**config.mk**
```make
export PLATFORM = sky130hd
export DESIGN_NAME = reg_scan_disp_flat
export DESIGN_NICKNAME = d
export VERILOG_FILES = /design/src/rtl/reg_scan_disp_if.sv /design/src/rtl/reg_scan_disp.sv /design/src/flat_wrapper.sv
export SDC_FILE = /design/constraint.sdc
export NUM_CORES = 1
export LEC_CHECK = 0
export CAP_MARGIN = 40
export CELL_PAD_IN_SITES_DETAIL_PLACEMENT = 1
export CELL_PAD_IN_SITES_GLOBAL_PLACEMENT = 2
export CORE_ASPECT_RATIO = 2
export CORE_MARGIN = 1.5
export CORE_UTILIZATION = 34
export CTS_CLUSTER_DIAMETER = 50
export DETAILED_ROUTE_END_ITERATION = 16
export PLACE_DENSITY = 0.77
export SLEW_MARGIN = 30
export SYNTH_ARGS = -nofsm -noshare
export SYNTH_HDL_FRONTEND = slang
export SYNTH_SLANG_ARGS = --single-unit
```
**constraint.sdc**
```tcl
create_clock -name clk -period 3.3 [get_ports clk]
set_clock_uncertainty 0.1 [all_clocks]
set_input_delay 0.33 -clock clk [delete_from_list [all_inputs] [get_ports clk]]
set_output_delay 0.33 -clock clk [all_outputs]
set_load 0.02 [all_outputs]
```
**src/rtl/reg_scan_disp_if.sv**
```systemverilog
// Debug-display bus: mode/freeze controls, CPU register-file debug port and 8-digit segment outputs.
// The master side drives controls and register data; the slave (display) side drives reg_sel and the segments.
interface reg_scan_disp_if;
  logic        auto_en;
  logic [4:0]  manual_sel;
  logic        freeze;
  logic [4:0]  reg_sel;
  logic [31:0] reg_data;
  logic [7:0]  seg_an;
  logic [7:0]  seg_out;

  modport master (
    output auto_en, manual_sel, freeze, reg_data,
    input  reg_sel, seg_an, seg_out
  );

  modport slave (
    input  auto_en, manual_sel, freeze, reg_data,
    output reg_sel, seg_an, seg_out
  );
endinterface

```
**src/rtl/reg_scan_disp.sv**
```systemverilog
// Scans a CPU register word onto an 8-digit multiplexed hex display, auto-stepping or manually selecting the register.
// Latency: reg_sel 1 cycle after its cause, display word 1 cycle behind reg_sel, segments 1 cycle behind digit/word.
// No backpressure: reg_data is assumed valid combinationally for whatever reg_sel presents.
module reg_scan_disp #(
  parameter int SCAN_DIV = 50000,
  parameter int STEP_DIV = 100000000
) (
  input  logic           clk,
  input  logic           rst,
  reg_scan_disp_if.slave bus
);

  localparam int SCAN_W = $clog2(SCAN_DIV);
  localparam int STEP_W = $clog2(STEP_DIV);
  localparam logic [SCAN_W-1:0] SCAN_LAST = SCAN_W'(SCAN_DIV - 1);
  localparam logic [STEP_W-1:0] STEP_LAST = STEP_W'(STEP_DIV - 1);

  logic [SCAN_W-1:0] scan_cnt;
  logic [STEP_W-1:0] step_cnt;
  logic              scan_tick;
  logic              step_tick;
  logic [2:0]        digit;
  logic [4:0]        reg_sel_q;
  logic [31:0]       disp_word;
  logic [3:0]        nibble;
  logic [6:0]        seg7;
  logic              dp_n;
  logic [7:0]        seg_an_q;
  logic [7:0]        seg_out_q;

  assign scan_tick = (scan_cnt == SCAN_LAST);
  assign step_tick = bus.auto_en && (step_cnt == STEP_LAST);

  always_ff @(posedge clk) begin
    if (rst) begin
      scan_cnt <= '0;
      digit    <= '0;
    end else begin
      scan_cnt <= scan_tick ? '0 : scan_cnt + 1'b1;
      if (scan_tick) begin
        digit <= digit + 3'd1;
      end
    end
  end

  // Step counter only runs in auto mode, so re-entering auto always waits a full STEP_DIV.
  always_ff @(posedge clk) begin
    if (rst) begin
      step_cnt  <= '0;
      reg_sel_q <= '0;
    end else if (!bus.auto_en) begin
      step_cnt  <= '0;
      reg_sel_q <= bus.manual_sel;
    end else begin
      step_cnt <= step_tick ? '0 : step_cnt + 1'b1;
      if (step_tick) begin
        reg_sel_q <= reg_sel_q + 5'd1;
      end
    end
  end

  always_ff @(posedge clk) begin
    if (rst) begin
      disp_word <= '0;
    end else if (!bus.freeze) begin
      disp_word <= bus.reg_data;
    end
  end

  assign nibble = disp_word[{digit, 2'b00} +: 4];
  assign dp_n   = ~(bus.auto_en && (digit == 3'd7));

  always_comb begin
    seg7 = 7'b1111111;
    case (nibble)
      4'h0: seg7 = 7'b1000000;
      4'h1: seg7 = 7'b1111001;
      4'h2: seg7 = 7'b0100100;
      4'h3: seg7 = 7'b0110000;
      4'h4: seg7 = 7'b0011001;
      4'h5: seg7 = 7'b0010010;
      4'h6: seg7 = 7'b0000010;
      4'h7: seg7 = 7'b1111000;
      4'h8: seg7 = 7'b0000000;
      4'h9: seg7 = 7'b0010000;
      4'hA: seg7 = 7'b0001000;
      4'hB: seg7 = 7'b0000011;
      4'hC: seg7 = 7'b1000110;
      4'hD: seg7 = 7'b0100001;
      4'hE: seg7 = 7'b0000110;
      4'hF: seg7 = 7'b0001110;
      default: seg7 = 7'b1111111;
    endcase
  end

  always_ff @(posedge clk) begin
    if (rst) begin
      seg_an_q  <= 8'hFF;
      seg_out_q <= 8'hFF;
    end else begin
      seg_an_q  <= ~(8'b0000_0001 << digit);
      seg_out_q <= {dp_n, seg7};
    end
  end

  assign bus.reg_sel = reg_sel_q;
  assign bus.seg_an  = seg_an_q;
  assign bus.seg_out = seg_out_q;

endmodule

```
**src/flat_wrapper.sv**
```systemverilog
// flat-port wrapper written by rule: the top's interface ports become plain ports
module reg_scan_disp_flat 
#(
  parameter int SCAN_DIV = 50000,
  parameter int STEP_DIV = 100000000
)
  (clk, rst, bus_auto_en, bus_manual_sel, bus_freeze, bus_reg_data, bus_reg_sel, bus_seg_an, bus_seg_out);
  reg_scan_disp_if bus_i ();
  input  logic clk;
  input  logic rst;
  input wire logic [$bits(bus_i.auto_en)-1:0] bus_auto_en;
  input wire logic [$bits(bus_i.manual_sel)-1:0] bus_manual_sel;
  input wire logic [$bits(bus_i.freeze)-1:0] bus_freeze;
  input wire logic [$bits(bus_i.reg_data)-1:0] bus_reg_data;
  output wire logic [$bits(bus_i.reg_sel)-1:0] bus_reg_sel;
  output wire logic [$bits(bus_i.seg_an)-1:0] bus_seg_an;
  output wire logic [$bits(bus_i.seg_out)-1:0] bus_seg_out;
  assign bus_i.auto_en = bus_auto_en;
  assign bus_i.manual_sel = bus_manual_sel;
  assign bus_i.freeze = bus_freeze;
  assign bus_i.reg_data = bus_reg_data;
  assign bus_reg_sel = bus_i.reg_sel;
  assign bus_seg_an = bus_i.seg_an;
  assign bus_seg_out = bus_i.seg_out;
  reg_scan_disp #(.SCAN_DIV(SCAN_DIV), .STEP_DIV(STEP_DIV)) u_core (.clk(clk), .rst(rst), .bus(bus_i));
endmodule
```
==> metrics.md <==
| Metric | Value |
|---|---|
| Status | finished clean |
| Clk slew on worst S/H paths | 70 ps |
| CTS tree | yes |
| CP max FO | 11 |
| Avg Inst Size Synth | 9.58 µm² |
| Cell taking the most area after synthesis | dfxtp_1 |
| Peak supply drop | 0.318 mV |
| #FFs+latches synth | 99 |
| Detailed-route DRC error count | 0 |
| # diodes | 0 |
| Starting DRT DRC Count | 47 |
| Worst r2r path cells | 7 |
| Drt via density | 5.10 |
| Hold Path Class | in -> reg |
| Starting Density | 0.347 |
| Critical Path Source | u_core.digit[0] |
| Placer congestion estimate | 0.811 |
| Critical path capture point type | register |
| Final TNS setup | 0 ps |
| Root buffer cell | clkbuf_16 |
| Data arrival time of the worst path | 2910 ps |
| Wire per inst | 16.3 µm |
| Reg power frac | 0.484 |
| Clock Power Share | 0.429 |
| CTS buffer count | 9 |
| Site Rows | 58 |
| Distinct cells, synth | 45 |
| Final Cycle Share | 0.845 |
| Commonest non-fill, non-tap cell in the layout | dfxtp_1 |
| Final WS setup | 510 ps |
| Worst Max-Slew Pin Slew | 812 ps |
| Clock sinks | 99 |
| Htree depth | 3 |
| Highest-count cells in the layout ignoring fill and taps | dfxtp_1 (99), nor2_1 (95), clkdlybuf4s50_1 (59) |
| Post-Synthesis Cells | 452 |
| Crit path cell chain | mux4_2 -> mux2i_1 -> inv_1 -> ha_1 -> a21boi_0 -> nor4b_1 -> a21oi_1 |
| Power per cell area | 481 nW/µm² |
| Initial antenna violation count | 0 |
| Area post-placement | 5100 µm² |
| Top cell type's share of synthesized area | 0.458 |
| Synthesis-to-layout area growth | 25.2% |
| Worst slack, placed | 462 ps |
| Nets@finish | 567 |
| Max-slew violation count | 0 |
| Endpoints failing hold | 0 |
| Final Cell Area | 5420 µm² |
| Clock latency on the worst-skew pair | 350 ps |
| Primary FF master, synth | dfxtp_1 |
| Max Clock Freq | 358 MHz |
| Number of global-route vias before repair | 3,741 |
| Seq/Total Area, Yosys | 0.458 |
| Mapped Nets | 507 |
| CP max stage delay | 680 ps |
| Static Leak | 2.12 nW |
| Critical Path Source Type | register |
| Reg2Reg Setup Slack | 510 ps |
| Async S/R FF share, synth | 0 |
| Slowest CP cell | dfxtp_1 |
| IO Pins | 62 |
| Comb power frac | 0.087 |
| Core area | 12,500 µm² |
| Finish-stage setup viols | 0 |
| Post-CTS Setup Bufs | 0 |
| Post-synth EDFFs | 0 |
| Number of max-cap violations | 0 |
| Drt pass-1 iters | 4 |
| Slew margin rel. | 0.455 |
| RSZ-0062 raised after global routing | false |
| Post-cts resize count | 0 |
| Crit. path cell count | 7 |
| Grt ovf | 0 |
| RR Startpoint | u_core.digit[0] |
| Warnings from Yosys | 0 |
| Layout cell share with drive strength beyond 1 | 0.0754 |
| Gr usage total | 0.171 |
| Detailed placement HPWL | 8410 µm |
| Die height | 163 µm |
| Final wirelength | 10,900 µm |
| Netlist Area Pre-Place | 4330 µm² |
| Sw Ratio | 0.224 |
| Worst Path Buf+Inv | 1 |
| Critical path class | reg -> reg |
| Die area | 13,500 µm² |
| Input/output buffers | 61 |
| CTS Hold Buffers Added | 0 |
| Shortest period the worst path allows | 2790 ps |
| Power Internal | 2.03 mW |
| Largest net degree at the start of global routing | 32 |
| Worst Setup EP | u_core.bus.seg_out[3] |
| Family with the most delay on the worst path | multiplexers |
| Chip width | 82.8 µm |
| Longest Clk Path Bufs | 2 |
| First-pass GRT wire length | 18,000 µm |
| R2r endpoint | u_core.bus.seg_out[3] |
| Tot Pwr | 2.61 mW |
| Vias | 3,403 |
| Top cells by area, synth | dfxtp_1 (46%), mux2i_1 (9.5%), nor2_1 (8.2%) |
| Post-route ant nets | 0 |
| Worst endpoint required time | 3420 ps |
| Psw | 0.584 mW |
## per-stage QoR
stage | hold slack, ps | instances | utilization
global placement | 326 | 649 | 0.406
global route | 377 | 667 | 0.434
CTS | 364 | 667 | 0.434
floorplan | 318 | 452 | -
finish | 358 | 667 | 0.434
detailed placement | 356 | 651 | 0.408
## per-layer routing
layer  global-route usage  vias up  share of wire
li1                     -     1654              -
met4               0.0780        0          0.032
met3               0.0380       21          0.029
met2                0.350       70           0.60
met5                    0        -              0
met1                0.153     1658           0.34
## cells by family after synthesis
group                      synth area share
adders and majority gates            0.0405
DFF                                   0.458
and+or+nand+nor                       0.219
AOI/OAI and AO/OA                    0.0367
buffers and inverters                0.0300
xor gates and xnor gates             0.0849
muxes                                 0.131
## worst reg2reg max path: cells and delay by family (launching register included)
family / cells / cell delay, ps
compound gates: 2 / 210
flops: 1 / 680
simple gates: 1 / 360
mux: 2 / 930
fa+ha+maj: 1 / 240
buf+inv: 1 / 150
## state kept, by name, summed over array words and instances (netlist names)
signal,count
u_core.bus.reg_sel,5
u_core.bus.seg_an,8
u_core.bus.seg_out,8
u_core.digit,3
u_core.disp_word,32
u_core.scan_cnt,16
u_core.step_cnt,27
## worst min path at each step
stage                             startpoint                    to  slack [ps]  cells after the start
after global placement    u_core.step_cnt[0]    u_core.step_cnt[0]         330                      1
after global routing                     rst  u_core.disp_word[10]         380                      2
after CTS                                rst  u_core.disp_word[10]         360                      2
final                                    rst  u_core.disp_word[10]         360                      2
after floorplan           u_core.step_cnt[0]    u_core.step_cnt[0]         320                      1
after detailed placement  u_core.scan_cnt[0]    u_core.scan_cnt[0]         360                      1
## cell type report
type                    count  area (µm²)
fillers                  1447        7060
multi-input cells         323        2220
flip-flops and latches     99        1980
repair buffers             68         669
clock buffers              13         280
well taps                 150         188
clock inverters             3        43.8
inverters                  11        41.3
## power groups by stage
| stage | Combinational [mW] | Sequential [mW] | Clock (mW) |
|---|---|---|---|
| global placement | 0.221 | 1.29 | 0 |
| finish | 0.228 | 1.26 | 1.12 |
| CTS | 0.232 | 1.26 | 1.15 |
| detailed placement | 0.231 | 1.29 | 0 |
| global route | 0.248 | 1.27 | 1.21 |
| floorplan | 0.110 | 1.30 | 0 |
## cells in the mapped netlist (all sizes together), types with 7 or more instances
library cell,number
clkbuf,11
nand2,22
nor2,95
and3,7
nand4,10
nor4,9
dfxtp,99
mux2i,41
inv,10
o21ai,7
ha,14
xnor2,18
nand3,23
buf,8
xor2,24
No activity file was read; power rests on OpenSTA's default activity.
